**src/rtl/sram_req_adapter_pkg.sv**
```systemverilog
// Width helpers shared by the SRAM request adapter and its response FIFO.
package sram_req_adapter_pkg;

  // Bits needed to hold every value in 0..n inclusive.
  function automatic int unsigned count_width(input int unsigned n);
    return (n < 1) ? 1 : $clog2(n + 1);
  endfunction

  // Bits needed to index n entries, never less than one.
  function automatic int unsigned index_width(input int unsigned n);
    return (n > 1) ? $clog2(n) : 1;
  endfunction

endpackage

```
**src/rtl/sram_rsp_fifo.sv**
```systemverilog
// Circular-buffer FIFO for SRAM read responses; registered head, no bypass path.
module sram_rsp_fifo
  import sram_req_adapter_pkg::*;
#(
  parameter int unsigned DATA_WIDTH = 64,
  parameter int unsigned DEPTH      = 2
) (
  input  logic                  clk_i,
  input  logic                  rst_i,
  input  logic                  push_i,
  input  logic [DATA_WIDTH-1:0] push_data_i,
  input  logic                  pop_i,
  output logic [DATA_WIDTH-1:0] pop_data_o,
  output logic                  full_o,
  output logic                  empty_o
);

  localparam int unsigned PW = index_width(DEPTH);
  localparam int unsigned CW = count_width(DEPTH);

  logic [DATA_WIDTH-1:0] mem_q [DEPTH];
  logic [PW-1:0]         wr_ptr_q, wr_ptr_d;
  logic [PW-1:0]         rd_ptr_q, rd_ptr_d;
  logic [CW-1:0]         count_q, count_d;
  logic                  do_push, do_pop;

  function automatic logic [PW-1:0] wrap_inc(input logic [PW-1:0] p);
    return (p == PW'(DEPTH - 1)) ? '0 : p + PW'(1);
  endfunction

  assign full_o     = (count_q == CW'(DEPTH));
  assign empty_o    = (count_q == '0);
  // Push into a full FIFO and pop from an empty one are both dropped.
  assign do_push    = push_i && !full_o;
  assign do_pop     = pop_i && !empty_o;
  assign pop_data_o = mem_q[rd_ptr_q];

  always_comb begin
    wr_ptr_d = wr_ptr_q;
    rd_ptr_d = rd_ptr_q;
    count_d  = count_q + CW'(do_push) - CW'(do_pop);
    if (do_push) wr_ptr_d = wrap_inc(wr_ptr_q);
    if (do_pop)  rd_ptr_d = wrap_inc(rd_ptr_q);
  end

  always_ff @(posedge clk_i) begin
    if (rst_i) begin
      wr_ptr_q <= '0;
      rd_ptr_q <= '0;
      count_q  <= '0;
    end else begin
      wr_ptr_q <= wr_ptr_d;
      rd_ptr_q <= rd_ptr_d;
      count_q  <= count_d;
    end
  end

  always_ff @(posedge clk_i) begin
    if (do_push) mem_q[wr_ptr_q] <= push_data_i;
  end

endmodule

```
**src/rtl/sram_req_adapter.sv**
```systemverilog
// Valid/ready front end for a single-port SRAM with credit-limited reads.
// Both streams transfer on a cycle where valid && ready; ready never depends on valid.
module sram_req_adapter
  import sram_req_adapter_pkg::*;
#(
  parameter int unsigned DATA_WIDTH = 64,
  parameter int unsigned NUM_WORDS  = 1024,
  parameter int unsigned READ_LAT   = 1,
  parameter int unsigned RSP_DEPTH  = 2,
  localparam int unsigned AW  = $clog2(NUM_WORDS),
  localparam int unsigned BEW = (DATA_WIDTH + 7) / 8
) (
  input  logic                  clk_i,
  input  logic                  rst_i,
  input  logic                  req_valid_i,
  output logic                  req_ready_o,
  input  logic                  req_we_i,
  input  logic [AW-1:0]         req_addr_i,
  input  logic [DATA_WIDTH-1:0] req_wdata_i,
  input  logic [BEW-1:0]        req_be_i,
  output logic                  rsp_valid_o,
  input  logic                  rsp_ready_i,
  output logic [DATA_WIDTH-1:0] rsp_rdata_o,
  output logic                  sram_req_o,
  output logic                  sram_we_o,
  output logic [AW-1:0]         sram_addr_o,
  output logic [DATA_WIDTH-1:0] sram_wdata_o,
  output logic [BEW-1:0]        sram_be_o,
  input  logic [DATA_WIDTH-1:0] sram_rdata_i
);

  localparam int unsigned CW = count_width(RSP_DEPTH);

  logic                accept, rd_accept;
  logic                push, pop;
  logic                fifo_full, fifo_empty;
  logic [CW-1:0]       cnt_q, cnt_d;
  logic [READ_LAT-1:0] rd_pipe_q, rd_pipe_d;

  // cnt counts reads in flight plus FIFO occupancy, so a free credit is a free slot.
  assign req_ready_o = !rst_i && (cnt_q < CW'(RSP_DEPTH));
  assign accept      = req_valid_i && req_ready_o;
  assign rd_accept   = accept && !req_we_i;

  assign sram_req_o   = accept;
  assign sram_we_o    = req_we_i;
  assign sram_addr_o  = req_addr_i;
  assign sram_wdata_o = req_wdata_i;
  assign sram_be_o    = req_be_i;

  assign rsp_valid_o = !fifo_empty;
  assign pop         = rsp_valid_o && rsp_ready_i;
  assign push        = rd_pipe_q[READ_LAT-1];

  generate
    if (READ_LAT == 1) begin : g_pipe_one
      assign rd_pipe_d = rd_accept;
    end else begin : g_pipe_multi
      assign rd_pipe_d = {rd_pipe_q[READ_LAT-2:0], rd_accept};
    end
  endgenerate

  always_comb begin
    cnt_d = cnt_q + CW'(rd_accept) - CW'(pop);
  end

  always_ff @(posedge clk_i) begin
    if (rst_i) begin
      cnt_q     <= '0;
      rd_pipe_q <= '0;
    end else begin
      cnt_q     <= cnt_d;
      rd_pipe_q <= rd_pipe_d;
    end
  end

  sram_rsp_fifo #(
    .DATA_WIDTH (DATA_WIDTH),
    .DEPTH      (RSP_DEPTH)
  ) u_rsp_fifo (
    .clk_i       (clk_i),
    .rst_i       (rst_i),
    .push_i      (push),
    .push_data_i (sram_rdata_i),
    .pop_i       (pop),
    .pop_data_o  (rsp_rdata_o),
    .full_o      (fifo_full),
    .empty_o     (fifo_empty)
  );

  a_no_rsp_overflow: assert property (@(posedge clk_i) disable iff (rst_i) !(push && fifo_full));

endmodule
```
**config.mk**
```make
export PLATFORM = sky130hd
export DESIGN_NAME = sram_req_adapter
export DESIGN_NICKNAME = d
export VERILOG_FILES = /design/src/rtl/sram_req_adapter_pkg.sv /design/src/rtl/sram_rsp_fifo.sv /design/src/rtl/sram_req_adapter.sv
export SDC_FILE = /design/constraint.sdc
export NUM_CORES = 1
export LEC_CHECK = 0
export BUFFER_PORTS_ARGS = -buffer_cell sky130_fd_sc_hd__buf_4
export CAP_MARGIN = 5
export CORE_MARGIN = 3
export CORE_UTILIZATION = 45
export CTS_BUF_LIST = sky130_fd_sc_hd__clkbuf_16
export DETAILED_ROUTE_END_ITERATION = 6
export GPL_TIMING_DRIVEN = 0
export PLACE_DENSITY = 0.85
export SLEW_MARGIN = 20
export SYNTH_ARGS = -nofsm -noshare
export SYNTH_HDL_FRONTEND = slang
export SYNTH_HIERARCHICAL = 1
export SYNTH_SLANG_ARGS = --single-unit
```
**constraint.sdc**
```tcl
create_clock -name clk_i -period 3.25 [get_ports clk_i]
set_input_delay 0.8125 -clock clk_i [delete_from_list [all_inputs] [get_ports clk_i]]
set_output_delay 0.8125 -clock clk_i [all_outputs]
set_load 0.05 [all_outputs]
```
==> metrics, run 1 <==
vias in the first global route 3576; cells after synthesis ~330; Worst Setup Start Kind flop; CP delay by family, top buffers and inverters; area of the mapped netlist 5630 sq um; RSZ-0062 raised after global routing false; final hold vios 0; via count 3352; Post-Synth XOR/XNOR Area less than 1%; Hold Crit Class reg -> reg; hold_buf cts 0; Critical Path RT 2440 ps; CP Class reg -> out; H-tree levels 4; layout cells sized above 1 70.7%; Pwr Density around 570 nW/um^2; nets 719; Final period util just under 80%; Arr. time, crit path about 1800 ps; HP Start u_rsp_fifo/wr_ptr_q$_SDFFE_PP0P_; vias per inst 4.50; Worst path max stage delay 360 ps; Adder-Cell Fraction of Synth Area 0.889%; CTS buffer count 17; YS warnings 6; Sink Count around 140; total of max-cap violations 0; commonest non-fill, non-tap cells in the layout buf_4, edfxtp_1, mux2_2, clkbuf_16, dfxtp_1; Die ar. 13900 sq um; TritonCTS clock tree yes; Layout Skew roughly 8.8 ps; reg-to-reg critical path startpoint u_rsp_fifo/count_q[0]$_SDFF_PP0_; WL final approximately 12000 microns; setup violators final 0; multiplexer share of the synthesized area between 10% and 20%; cts repair resizes 0; simple-gate share of the synthesized area 1.76%; final setup TNS 0 ps; Netlist cell types 23; DP Area 7520 sq um; Tmin final 2590 ps; pin count of the biggest net entering global routing 41; Worst path most repeated cell buf_4; Critical Path Sink Type output pin; initial detailed-routing violation count approximately 190; fin. max-slew vios 0; main combinational cell family by area after synthesis multiplexers; PortBufs 218; final non-filler cell total 745; Avg WL per Cell ~16 microns; worst-path cell chain buf_2, buf_4, mux2_2, buf_4; Reg clk slew, reported paths 60 ps; crit path max-delay cell type mux2_2; area of the core 12100 sq um; antenna cells 0; synthesis-to-layout area growth 44.4%; clock buffer depth 2; Syn Nets between 400 and 500; drt pass-1 iters 4; WP buf/inv 3; CTS root buffer clkbuf_16; post-layout util roughly 67%; worst-skew pair later-pin latency 410 ps; dpl hpwl 8710 microns; CP max FO 10; Power Total 4.66 mW; slew margin rel. 67.3%; Overall Global Routing Usage 16.4%; syn avg cell area roughly 17 sq um; Die Ht 118 microns; VDD IR max 0.366 mV; Seq cells post-synth ~140; post-placement cell count 713; IO Count 301; Fillers 854; setup bufs post-CTS 0; status completed; Pleak 3.39 nW; Design Area, Final between 8000 and 9000 sq um; Compound-Gate Fraction of Synth Area 0.311%; grt ovf 0; Routability Congestion 0.697; die width 118 microns; Final ANT Viol Nets 0; commonest non-fill, non-tap cell in the layout buf_4; initial antenna violation count 0; site row count 40; Residual DRC 0; Fmax 387 MHz; sequential element share of the synthesized area 71.1%; Initial Util between 40 and 50%; first-pass GRT wire length 17700 microns; Worst Tran Pin Value between 400 and 500 ps
==> state kept, by name, summed over array words and instances (netlist names), named ones only <==
signal and count:
cnt_q 2, push 1, u_rsp_fifo/count_q 2, u_rsp_fifo/mem_q 128, u_rsp_fifo/rd_ptr_q 1, u_rsp_fifo/wr_ptr_q 1
==> area by class of cell <==
| class | instances | area [sq um] | share of cell area (%) |
|---|---|---|---|
| inverter | 7 | 28.8 | 0.354 |
| clock inverter | 15 | 184 | 2.26 |
| timing repair buffer | 220 | 1680 | 20.6 |
| tap | 168 | 210 | 2.58 |
| multi-input combinational | 92 | 931 | 11.4 |
| sequential | 136 | 4000 | 49.2 |
| clock buffer | 17 | 425 | 5.23 |
| buffer | 90 | 673 | 8.28 |
==> worst paths after layout <==
kind	end	slack, ps	cells past startpoint
setup / recovery	rsp_rdata_o[49]	660	4
hold / removal	u_rsp_fifo/wr_ptr_q$_SDFFE_PP0P_	510	2
setup reg to reg	u_rsp_fifo/mem_q[0][22]$_DFFE_PP_	1350	5
hold reg to reg	u_rsp_fifo/wr_ptr_q$_SDFFE_PP0P_	510	2
==> cells in the mapped netlist <==
cell type,count,share of area (%)
and2_1,1,0.11
inv_2,1,0.067
ha_1,4,0.89
xnor3_1,1,0.40
buf_2,1,0.089
dfxtp_1,8,2.8
inv_1,6,0.40
nor2_1,6,0.40
xor2_1,1,0.16
a21oi_1,1,0.089
edfxtp_1,128,68
o21a_1,1,0.13
buf_4,89,12
nand2b_2,1,0.16
mux2_2,64,13
o21ai_0,1,0.089
nor2b_1,5,0.56
nand2_1,1,0.067
nor3b_1,1,0.13
nor3_1,1,0.089
and3_2,1,0.13
xnor2_1,1,0.16
or3_1,1,0.11
==> cells by family (layout without fill, tap and decap cells) <==
family,count (synthesis),after routing
buffers and inverters,97,349
DFF,136,136
and+or+nand+nor,18,18
xor gates and xnor gates,3,3
AOI/OAI and AO/OA,3,3
muxes,64,64
adders and majority gates,4,4
==> power breakdown <==
part	switching, mW	total (mW)	internal, mW
registers	0.0132	1.98	1.97
logic	0.455	0.731	0.276
clock network	0.675	1.94	1.27
total	1.14	4.66	3.51
==> worst min-delay path, delay by kind of cell (launching register included) <==
family	cells	cell delay (ps)
AO/OA/AOI/OAI	2	140
flip-flops	1	320
==> through the flow <==
stage	setup slack (ps)	hold WS, ps
3_5_place_dp	922	502
4_1_cts	642	510
2_1_floorplan	415	451
3_3_place_gp	0.309	467
6_report	665	509
5_1_grt	573	543
==> routing by layer <==
layer | routed length, microns | global-route usage [%] | vias to the layer above
li1 | - | - | 1578
met3 | 805 | 6.15 | 8
met5 | 0 | 0 | -
met4 | 83 | 4.69 | 0
met1 | 4230 | 17.1 | 1589
met2 | 6580 | 30.8 | 177
No activity file was read; power rests on OpenSTA's default activity.
==> inputs of run 2 (changes only) <==
ABC_AREA = 1   (was default)
CORE_UTILIZATION = 46   (was 45)
PLACE_DENSITY = 0.86   (was 0.85)
clock period = 2.4 ns   (was 3.25 ns; I/O delays follow)
==> metrics, run 2 <==
initial detailed-routing violation count 231 (was 185); cts repair resizes 0 (unchanged); RSZ-0062 raised after global routing false (unchanged); commonest non-fill, non-tap cell in the layout buf_4 (unchanged); Worst Reg-to-Reg Cells 5 (unchanged); Regs by FF count u_rsp_fifo/mem_q (128), cnt_q (2), u_rsp_fifo/count_q (2) (unchanged); slew margin rel. 51.3% (was 67.3%); PortBufs 218 (unchanged); Layout Skew 12.0 ps (was 8.79 ps); Final ANT Viol Nets 0 (unchanged); Fillers 850 (was 854); first-pass GRT wire length 22100 microns (was 17700 microns); Final period util 93.3%; Worst Tran Pin Value 729 ps (was 490 ps); clock buffer depth 2 (unchanged); pre-CTS setup slack 385 ps (was 922 ps); Sink Count 136 (unchanged); area of the mapped netlist 5970 sq um (was 5630 sq um); cell count along the critical path 4 (unchanged); commonest non-fill, non-tap cells in the layout buf_4, edfxtp_1, mux2_4, inv_1, clkbuf_16 (was buf_4, edfxtp_1, mux2_2, clkbuf_16, dfxtp_1); IO Count 301 (unchanged); Biggest register u_rsp_fifo/mem_q (unchanged); dpl hpwl 11800 microns (was 8710 microns); setup violators final 0 (unchanged); crit path max-delay cell type dfxtp_1 (was mux2_2); pin count of the biggest net entering global routing 35 (was 41); vias in the first global route 3983 (was 3576); worst-skew pair later-pin latency 410 ps (about the same); setup bufs post-CTS 0 (unchanged); VDD IR max 0.435 mV (was 0.366 mV); WL final 15100 microns (was 11700 microns); site row count 40 (unchanged); Tmin final 2240 ps; Die ar. 14400 sq um (was 13900 sq um); Min-Delay Path Depth 1 (was 2); Die Ht 120 microns (was 118 microns); CP Class reg -> out (unchanged); Reg clk slew, reported paths 60 ps (about the same); final non-filler cell total 767 (was 745); status completed (unchanged); WP buf/inv 3 (unchanged); Worst path max stage delay 320 ps (was 360 ps); cells after synthesis 347 (was 325); syn avg cell area 17.2 sq um (was 17.3 sq um); Arr. time, crit path 1640 ps (was 1770 ps); fin. max-slew vios 0 (unchanged); Syn Nets 502 (was 480); Critical Path Sink Type output pin (unchanged); antenna cells 0 (unchanged); Routability Congestion 0.888 (was 0.697); die width 120 microns (was 118 microns); worst-path cell chain buf_6, buf_12, mux2_4, buf_4 (was buf_2, buf_4, mux2_2, buf_4); final worst slack 160 ps (was 665 ps); Pleak 3.62 nW (was 3.39 nW); initial antenna violation count 0 (unchanged); TritonCTS clock tree yes (unchanged); Fmax 446 MHz; Largest register FFs 128 (unchanged); nets 742 (was 719); CP max FO 10 (unchanged); synthesis-to-layout area growth 41.3% (was 44.4%); final hold vios 0 (unchanged); vias per inst 4.70 (was 4.50); Avg WL per Cell 19.6 microns (was 15.7 microns); layout cells sized above 1 67.1% (was 70.7%); Critical Path RT 1800 ps (was 2440 ps); CTS root buffer clkbuf_16 (unchanged); Hold Crit Class in -> reg (was reg -> reg); Residual DRC 0 (unchanged); post-placement cell count 736 (was 713); Initial Util 48.3% (was 46.5%); YS warnings 6 (unchanged); Worst Setup Start Kind flop (unchanged); area of the core 12400 sq um (was 12100 sq um); H-tree levels 4 (unchanged); Pwr Density 722 nW/um^2 (was 573 nW/um^2); drt pass-1 iters 4 (unchanged); Overall Global Routing Usage 21.0% (was 16.4%); CTS buffer count 17 (unchanged); via count 3602 (was 3352); CP delay by family, top buffers and inverters (unchanged); grt ovf 0 (unchanged); hold_buf cts 0 (unchanged); total of max-cap violations 0 (unchanged)
run 2: report_power, final:
group	switching [mW]	internal [mW]	leakage, nW
logic	0.643	0.395	2.12
clock network	0.881	1.49	0.271
registers	0.0203	2.67	1.23
run 2: layout make-up:
type	instances	area [sq um]	area share, %
buffer	90	754	8.94
inverter	19	73.8	0.875
sequential	136	4000	47.5
timing repair buffer	221	1700	20.2
multi-input combinational	102	1150	13.6
clock inverter	14	118	1.39
tap	168	210	2.49
clock buffer	17	425	5.04
run 2: final timing paths:
check | endpoint | slack (ps) | startpoint
hold / removal | u_rsp_fifo/mem_q[1][40]$_DFFE_PP_ | 370 | sram_rdata_i[40]
setup / recovery | rsp_rdata_o[1] | 160 | flop
hold reg to reg | push$_SDFF_PP0_ | 550 | cnt_q[1]$_SDFF_PP0_
setup reg to reg | u_rsp_fifo/mem_q[0][39]$_DFFE_PP_ | 560 | u_rsp_fifo/count_q[0]$_SDFF_PP0_
run 2: per-layer routing:
layer	wire [microns]	track usage [%]
met2	8100	36.8
met5	0	0
met1	5090	22.0
met4	629	10.2
met3	1260	8.11
run 2: per-stage QoR:
step | power, mW | utilization (%) | hold WS [ps] | cell area, sq um | TNS [ps]
finish | 6.09 | 68.2 | 369 | 8440 | 0
CTS | 6.15 | 68.2 | 354 | 8440 | 0
global route | 6.29 | 68.2 | 345 | 8440 | 0
global placement | 3.75 | 63.3 | 484 | 7820 | -31740
detailed placement | 3.78 | 63.8 | 519 | 7890 | 0
floorplan | 3.41 | - | 467 | 5980 | 0
run 2: worst register-to-register path: stages (launching register included):
cell     delay, ps
dfxtp_1        360
inv_1           70
nand2_1        100
nand2_1        120
nor2_4         590
buf_12         280
